### src/rtl/rgb_cmp_pkg.sv
// rtl/rgb_cmp_pkg.sv - shared types, flag patterns and decode helper for the RGB comparator receiver
package rgb_cmp_pkg;

    typedef enum logic [1:0] {
        CMP_EQ  = 2'b00,
        CMP_GT  = 2'b01,
        CMP_LT  = 2'b10,
        CMP_ERR = 2'b11
    } cmp_code_t;

    typedef enum logic {
        ST_TRACK = 1'b0,
        ST_HOLD  = 1'b1
    } dec_state_t;

    // Flag order is {R, G, B} = {A>=B, A<=B, A!=B}
    localparam logic [2:0] PAT_EQ = 3'b110;
    localparam logic [2:0] PAT_GT = 3'b101;
    localparam logic [2:0] PAT_LT = 3'b011;

    function automatic cmp_code_t decode_flags(input logic [2:0] flags);
        cmp_code_t code;
        case (flags)
            PAT_EQ:  code = CMP_EQ;
            PAT_GT:  code = CMP_GT;
            PAT_LT:  code = CMP_LT;
            default: code = CMP_ERR;
        endcase
        return code;
    endfunction

endpackage

### src/rtl/rgb_cmp_decoder_if.sv
// rtl/rgb_cmp_decoder_if.sv - flag inputs and result handshake of the RGB comparator receiver
interface rgb_cmp_decoder_if;
    import rgb_cmp_pkg::*;

    logic      r_in;
    logic      g_in;
    logic      b_in;
    logic      res_valid;
    logic      res_ready;
    cmp_code_t res_code;

    modport master (
        output r_in, g_in, b_in, res_ready,
        input  res_valid, res_code
    );

    modport slave (
        input  r_in, g_in, b_in, res_ready,
        output res_valid, res_code
    );

endinterface

### src/rtl/rgb_stab_filter.sv
// rtl/rgb_stab_filter.sv - N-cycle stability filter on a W-bit code
module rgb_stab_filter #(
    parameter int              N        = 4,
    parameter int              W        = 2,
    parameter logic [W-1:0]    RST_CODE = '1
) (
    input  logic         clk,
    input  logic         rst,
    input  logic [W-1:0] code,
    output logic [W-1:0] cand,
    output logic         stable
);

    localparam int          CW      = $clog2(N + 1);
    localparam logic [CW-1:0] CNT_MAX = CW'(N);

    logic [CW-1:0] stab_cnt;

    always_ff @(posedge clk or posedge rst) begin
        if (rst) begin
            cand     <= RST_CODE;
            stab_cnt <= '0;
        end else if (code == cand) begin
            if (stab_cnt != CNT_MAX) begin
                stab_cnt <= stab_cnt + CW'(1);
            end
        end else begin
            cand     <= code;
            stab_cnt <= CW'(1);
        end
    end

    assign stable = (stab_cnt == CNT_MAX);

endmodule

### src/rtl/rgb_cmp_decoder.sv
// rtl/rgb_cmp_decoder.sv - glitch-filtered decode of comparator RGB flags with result handshake and event counters
module rgb_cmp_decoder
    import rgb_cmp_pkg::*;
#(
    parameter int STABLE_CYCLES = 4,
    parameter int CNT_W         = 8
) (
    input  logic             clk,
    input  logic             rst,
    rgb_cmp_decoder_if.slave bus,
    output logic [CNT_W-1:0] gt_cnt,
    output logic [CNT_W-1:0] lt_cnt,
    output logic [CNT_W-1:0] eq_cnt,
    output logic [CNT_W-1:0] err_cnt
);

    logic [2:0] samp;
    cmp_code_t  dec;
    logic [1:0] cand_raw;
    cmp_code_t  cand;
    logic       stable;

    dec_state_t state;
    dec_state_t state_nx;
    cmp_code_t  res_code_q;
    cmp_code_t  last_code;
    logic       last_vld;
    logic       load;
    logic       accept;

    function automatic logic [CNT_W-1:0] sat_inc(input logic [CNT_W-1:0] v);
        return (&v) ? v : v + CNT_W'(1);
    endfunction

    always_ff @(posedge clk or posedge rst) begin
        if (rst) begin
            samp <= 3'b000;
        end else begin
            samp <= {bus.r_in, bus.g_in, bus.b_in};
        end
    end

    assign dec = decode_flags(samp);

    rgb_stab_filter #(
        .N        (STABLE_CYCLES),
        .W        (2),
        .RST_CODE (2'b11)
    ) u_filter (
        .clk    (clk),
        .rst    (rst),
        .code   (dec),
        .cand   (cand_raw),
        .stable (stable)
    );

    assign cand = cmp_code_t'(cand_raw);

    always_ff @(posedge clk or posedge rst) begin
        if (rst) begin
            state <= ST_TRACK;
        end else begin
            state <= state_nx;
        end
    end

    always_comb begin
        state_nx = state;
        case (state)
            ST_TRACK: if (load)   state_nx = ST_HOLD;
            ST_HOLD:  if (accept) state_nx = ST_TRACK;
            default:  state_nx = ST_TRACK;
        endcase
    end

    // last_vld=0 acts as the invalid marker so the very first stable code is always emitted
    always_comb begin
        load          = 1'b0;
        accept        = 1'b0;
        bus.res_valid = 1'b0;
        case (state)
            ST_TRACK: load = stable && (!last_vld || (cand != last_code));
            ST_HOLD: begin
                bus.res_valid = 1'b1;
                accept        = bus.res_ready;
            end
            default: ;
        endcase
    end

    assign bus.res_code = res_code_q;

    always_ff @(posedge clk or posedge rst) begin
        if (rst) begin
            res_code_q <= CMP_EQ;
            last_code  <= CMP_ERR;
            last_vld   <= 1'b0;
        end else if (load) begin
            res_code_q <= cand;
            last_code  <= cand;
            last_vld   <= 1'b1;
        end
    end

    always_ff @(posedge clk or posedge rst) begin
        if (rst) begin
            gt_cnt  <= '0;
            lt_cnt  <= '0;
            eq_cnt  <= '0;
            err_cnt <= '0;
        end else if (accept) begin
            case (res_code_q)
                CMP_GT:  gt_cnt  <= sat_inc(gt_cnt);
                CMP_LT:  lt_cnt  <= sat_inc(lt_cnt);
                CMP_EQ:  eq_cnt  <= sat_inc(eq_cnt);
                default: err_cnt <= sat_inc(err_cnt);
            endcase
        end
    end

endmodule

### src/flat_wrapper.sv
// flat-port wrapper written by rule: the top's interface ports become plain ports
module rgb_cmp_decoder_flat import rgb_cmp_pkg::*;
#(
    parameter int STABLE_CYCLES = 4,
    parameter int CNT_W         = 8
)
  (clk, rst, gt_cnt, lt_cnt, eq_cnt, err_cnt, bus_r_in, bus_g_in, bus_b_in, bus_res_ready, bus_res_valid, bus_res_code);
  rgb_cmp_decoder_if bus_i ();
  input  logic clk;
  input  logic rst;
  output logic [CNT_W-1:0] gt_cnt;
  output logic [CNT_W-1:0] lt_cnt;
  output logic [CNT_W-1:0] eq_cnt;
  output logic [CNT_W-1:0] err_cnt;
  input wire logic [$bits(bus_i.r_in)-1:0] bus_r_in;
  input wire logic [$bits(bus_i.g_in)-1:0] bus_g_in;
  input wire logic [$bits(bus_i.b_in)-1:0] bus_b_in;
  input wire logic [$bits(bus_i.res_ready)-1:0] bus_res_ready;
  output wire logic [$bits(bus_i.res_valid)-1:0] bus_res_valid;
  output wire logic [$bits(bus_i.res_code)-1:0] bus_res_code;
  assign bus_i.r_in = bus_r_in;
  assign bus_i.g_in = bus_g_in;
  assign bus_i.b_in = bus_b_in;
  assign bus_i.res_ready = bus_res_ready;
  assign bus_res_valid = bus_i.res_valid;
  assign bus_res_code = bus_i.res_code;
  rgb_cmp_decoder #(.STABLE_CYCLES(STABLE_CYCLES), .CNT_W(CNT_W)) u_core (.clk(clk), .rst(rst), .bus(bus_i), .gt_cnt(gt_cnt), .lt_cnt(lt_cnt), .eq_cnt(eq_cnt), .err_cnt(err_cnt));
endmodule
### config.mk
export PLATFORM = sky130hd
export DESIGN_NAME = rgb_cmp_decoder_flat
export DESIGN_NICKNAME = d
export VERILOG_FILES = /design/src/rtl/rgb_cmp_pkg.sv /design/src/rtl/rgb_cmp_decoder_if.sv /design/src/rtl/rgb_stab_filter.sv /design/src/rtl/rgb_cmp_decoder.sv /design/src/flat_wrapper.sv
export SDC_FILE = /design/constraint.sdc
export NUM_CORES = 1
export LEC_CHECK = 0
export ABC_AREA = 1
export BUFFER_PORTS_ARGS = -buffer_cell sky130_fd_sc_hd__buf_2
export CORE_MARGIN = 4
export CORE_UTILIZATION = 32
export CTS_CLUSTER_SIZE = 40
export DETAILED_ROUTE_END_ITERATION = 10
export SETUP_SLACK_MARGIN = 0.15
export SLEW_MARGIN = 20
export SYNTH_ARGS = -nofsm -noshare
export SYNTH_HDL_FRONTEND = slang
export SYNTH_SLANG_ARGS = --single-unit
### constraint.sdc
create_clock -name clk -period 4.6 [get_ports clk]
set_input_delay 1.38 -clock clk [delete_from_list [all_inputs] [get_ports clk]]
set_output_delay 1.38 -clock clk [all_outputs]
set_load 0.05 [all_outputs]
* Word-level counts from Yosys, hierarchy flattened
Cells that the tools add are included.
** Storage, ports and cells
- Register bits after elaboration :: 46
- Memories kept :: 0
- Output and inout port bits :: 35
- Bits in writable memories :: 0
- Bits in latches :: 0
- Bits in read-only memories :: 0
** Operators by class
- Equality and inequality tests :: 10
- Magnitude comparators :: 0
- Shift-type cells :: 0
- Reductions and logical operators :: 13
- Muxes and demuxes :: 9
- Bitwise gates (word level) :: 6
- Div/mod/pow operators :: 0
- Add/subtract/negate cells :: 5
- Multiply operators :: 0
** Operators by type and width (count)
- $add 8x1->8 const B :: 4
- $reduce_and 8->1 :: 4
- $reduce_and 3->1 :: 4
- $eq 3x3->1 const B :: 3
- $mux 3 :: 2
- $not 1->1 :: 6
- $pmux 2 s3 :: 1
- $mux 1 :: 5
- $add 3x1->3 const B :: 1
- $eq 3x2->1 const B :: 1
- $ne 3x3->1 const B :: 1
- $reduce_or 3->1 :: 1
- $eq 2x1->1 const B :: 1
- $eq 2x2->1 :: 1
- $eq 2x2->1 const B :: 1
- $logic_not 2->1 :: 1
- $ne 2x1->1 const B :: 1
- $ne 2x2->1 :: 1
- $pmux 1 s2 :: 1
- $logic_and 1x1->1 :: 1
- $logic_not 1->1 :: 1
- $logic_or 1x1->1 :: 1

* Depth between registers and ports, before layout
- Depth after elaboration :: 6
- Mapped depth :: 9

* Modules after synthesis
From an unflattened synthesis, not the netlist that was laid out.
** Unflattened totals
- Cell total of the unflattened synthesis :: 372
- Area, all modules :: 2700.1 sq um
** Modules (own cells, without submodules)
- rgb_cmp_decoder :: cells each 324, area each 2388.5 sq um, times used 1
- rgb_stab_filter :: cells each 48, area each 311.5 sq um, times used 1

* Least setup slack after synthesis
Ideal clock, no wire load.
- Kind :: in2reg
- Start :: input bus_res_ready
- End :: register u_core.eq_cnt[0]
- Data arrival time :: 2.026 ns
- Data required time :: 4.472 ns
- Library setup time :: 0.128 ns
- Stages on the path :: 4
- Slack :: 2.446 ns
- Cell sequence :: nand2_1 > nor3_1 > nand2_2 > xor2_1
** On the way
- Cells in the longest elaborated chain, start to end :: 2
** Ends and longest elaborated chain
- start, declared :: line flat_wrapper.sv:18 : input wire logic [$bits(bus_i.res_ready)-1:0] bus_res_ready;
- $mux 1 :: line rgb_cmp_decoder.sv:81 : case (state)
- $reduce_and 3->1 (no line)
- end signal, assigned :: line rgb_cmp_decoder.sv:115 : CMP_EQ: eq_cnt <= sat_inc(eq_cnt);
- end, declared :: line rgb_cmp_decoder.sv:13 : output logic [CNT_W-1:0] eq_cnt,
No other way between the ends.
A chain may end at the register's enable or synchronous reset.

* Worst setup path in the final report
- Start :: register u_core.res_code_q[1], in the netlist u_core.bus.res_code[1]
- End :: output bus_res_code[1]
** RTL lines
- start, declared :: line rgb_cmp_decoder.sv:25 : cmp_code_t res_code_q;
- start signal, assigned :: line rgb_cmp_decoder.sv:99 : res_code_q <= cand;
- end, declared :: line flat_wrapper.sv:20 : output wire logic [$bits(bus_i.res_code)-1:0] bus_res_code;
No word-level cell between the ends.

==> key figures <==
Setup path
  • Worst path slowest cell: dfrtp_1
  • WS Path Type: flop to output port
  • CP Max Fanout: 5
  • Crit-path leading delay family: flip-flops
  • Critical path buffer and inverter count: 1
  • Crit path cell chain: buf_2
  • Setup crit start kind: flop
  • CP required: 3220 ps
  • Max incr delay on CP: 480 ps
  • Arrival time at the worst endpoint: 1080 ps
  • Crit. End Element: output port

Route
  • Detailed-router iteration count before antenna repair: 4
  • M1 WL: 2250 um
  • Met2 WL post-DR: 2220 um
  • DR vias/cell: 4.43
  • DRC violations left: 0
  • Avg WL per Cell: 10.7 um
  • Via count: 1,950
  • Max Used Layer: met4
  • Antenna-violating nets left: 0
  • DRT Wirelength: 4710 um
  • First DRT Iteration DRCs: 98
  • Met3 WL: 206 um

Place
  • Placed insts: 432
  • # port buffers: 40
  • Dpl hpwl: 3470 um
  • Setup WS pre-CTS: 2110 ps
  • GPL Wtd Cong: 0.784
  • Post-DP Area: 2690 um^2

GRT
  • Total track usage: 11.5%
  • First-pass GRT wire length: 8230 um
  • Grt ovf: 0
  • Vias in the first global route: 1,798
  • Largest net degree at the start of global routing: 47
  • Initial antenna violation count: 0

Clocking
  • Hold buffers post-CTS: 0
  • Clock Sinks: 46
  • TritonCTS Buffers: 5
  • Root Driver: clkbuf_8
  • CTS tree: built
  • CTS H-tree lvls: 2
  • Insertion delay to the later sink of the worst-skew pair: 290 ps
  • CTS max path bufs: 2
  • Clock-pin slew on the worst setup and hold paths: 80 ps
  • Post-CTS Resized: 0
  • Post-CTS Setup Bufs: 0

Timing
  • Fin. Hold Viols: 0
  • Slew HR: 46.3%
  • Total negative slack: 0 ps
  • Final setup vio count: 0
  • Slew Limit Fails: 0
  • Crit share post-route: 53.6%
  • Worst setup margin: 2140 ps
  • Post-layout min period: 2460 ps
  • RSZ-0062 raised after global routing: false
  • Fmax: 0.406 GHz
  • Worst slew pin tran: 804 ps
  • Clock Skew: 8.36 ps

Power and ir drop
  • Pwr dens: 388 nW/um^2
  • Peak VDD IR: 231 uV
  • Leakage: 1.49 nW

Final layout
  • Storage cell area: 1160 um^2
  • Filler instances: 775
  • Share of layout cells above drive strength 1: 18.2%
  • Area growth syn-to-layout: 17.2%
  • Area of the multi-input gates: 1080 um^2
  • # nets final: 352
  • Antenna fix cells: 0
  • Final Cell Area: 2770 um^2
  • Post-Layout Cell Count: 440

Synthesis
  • Cell area after synthesis: 2360 um^2
  • Mux cell area share after synthesis: 0%
  • Seq/Total Area, Yosys: 49.0%
  • Synth Area in Adders: 3.18%
  • Share of the synthesized area in the top cell type: 44.5%
  • Mapped Avg Cell Area: 8.06 um^2
  • Synth Area in Compound Gates: 2.23%
  • Yosys warnings: 0
  • Cell count after synthesis: 293
  • Simple-gate share of the synthesized area: 30.5%
  • Synth Register Bits: 46
  • Total nets after synthesis: 305
  • XOR/XNOR Fraction of Synth Area: 10.0%
  • Dominant cells by area after synthesis: dfrtp_1, nand2_1, xor2_1, dfstp_2, inv_1
  • Netlist cell types: 19
  • Post-synth top area cell: dfrtp_1
  • Largest family of logic cells by synthesized area: simple AND/OR/NAND/NOR gates

Floorplanning
  • Die width: 93.9 um
  • Die Span Y: 93.9 um
  • Core area: 7210 um^2
  • Row count: 31
  • I/O pins: 41
  • Total die area: 8820 um^2
  • Initial Utilization: 32.7%

Outcome
  • Outcome: finished, final reports clean

Run
  • Max-Cap Viols: 0

Min path
  • Type of the most critical hold path: flop to flop
-- path summary, 6_finish.rpt --
check,startpoint,endpoint,slack [ps],cells after the start
max in group asynchronous,rst,u_core.eq_cnt[1],2910,2
setup reg to reg,u_core.eq_cnt[1],u_core.eq_cnt[5],3160,8
setup / recovery,u_core.bus.res_code[1],bus_res_code[1],2140,1
hold reg to reg,u_core.last_code[0],u_core.last_code[0],470,2
hold / removal,u_core.last_code[0],u_core.last_code[0],470,2
min in group asynchronous,rst,u_core.lt_cnt[0],1200,2
-- synth_stat cells (all sizes together) --
cell type	n
inv	32
dfrtp	42
nand3b	3
xnor2	11
o211ai	1
o21ai	8
nor2	19
dfstp	4
nand2	120
xor2	16
nand4	4
nand3	17
a21oi	1
nor3	8
or2	1
ha	6
-- kinds of logic after synthesis --
group | Yosys count
flip-flops | 46
AO/OA/AOI/OAI | 10
buffers and inverters | 32
AND/OR/NAND/NOR | 172
adder cells (fa/ha/maj) | 6
XOR/XNOR | 27
-- where the power goes --
group,internal (W),leakage [nW],total (W),switching [W]
sequential,0.000466,0.576,0.000525,0.0000582
combinational,0.0000848,0.877,0.000309,0.000224
clock,0.000108,0.0395,0.000240,0.000131
-- per-stage QoR --
| step | hold slack (ps) | total power, W | util, % |
|---|---|---|---|
| 2_1_floorplan | 435 | 0.000769 | - |
| 3_3_place_gp | 455 | 0.000842 | 37.2 |
| 3_5_place_dp | 457 | 0.000845 | 37.2 |
| 4_1_cts | 475 | 0.00109 | 38.3 |
| 5_1_grt | 511 | 0.00115 | 38.3 |
| 6_report | 472 | 0.00107 | 38.3 |
-- sequential cells by signal (all words and copies together), names as in the netlist --
| signal | count |
|---|---|
| u_core.bus.res_code | 2 |
| u_core.samp | 3 |
| u_core.state | 1 |
| u_core.last_vld | 1 |
| u_core.gt_cnt | 8 |
| u_core.lt_cnt | 8 |
| u_core.u_filter.stab_cnt | 3 |
| u_core.err_cnt | 8 |
| u_core.last_code | 2 |
| u_core.eq_cnt | 8 |
| u_core.u_filter.cand | 2 |
-- worst register-to-register path, cell delays in order (launching register included) --
cell and delay, ps:
dfrtp_1 390, ha_1 220, nand3_1 90, nor2_1 140, nand3_1 100, nand2_2 180
inv_2 100, nand2_1 80, nand2_1 50
-- placed cells by master (no fill, tap or decap), drive strengths merged --
| cell | n |
|---|---|
| a21oi | 1 |
| buf | 40 |
| clkbuf | 8 |
| clkinv | 1 |
| dfrtp | 42 |
| dfstp | 4 |
| ha | 6 |
| inv | 31 |
| nand2 | 120 |
| nand3 | 17 |
| nand3b | 3 |
| nand4 | 4 |
| nor2 | 19 |
| nor3 | 8 |
| o211ai | 1 |
| o21ai | 8 |
| or2 | 1 |
| xnor2 | 11 |
| xor2 | 16 |
-- layout make-up --
cell class,count,share of cell area [%]
sequential,46,41.8
multi-input combinational,215,39.2
timing repair buffer,40,7.24
tap,99,4.48
inverter,32,4.39
clock buffer,8,2.89
-- routing by layer --
metal	global-route usage [%]	vias up
met3	3.29	4
met4	2.53	0
met1	15.4	910
li1	-	1007
met2	18.4	29
met5	0	-
Power figures use the tool's default switching activity.
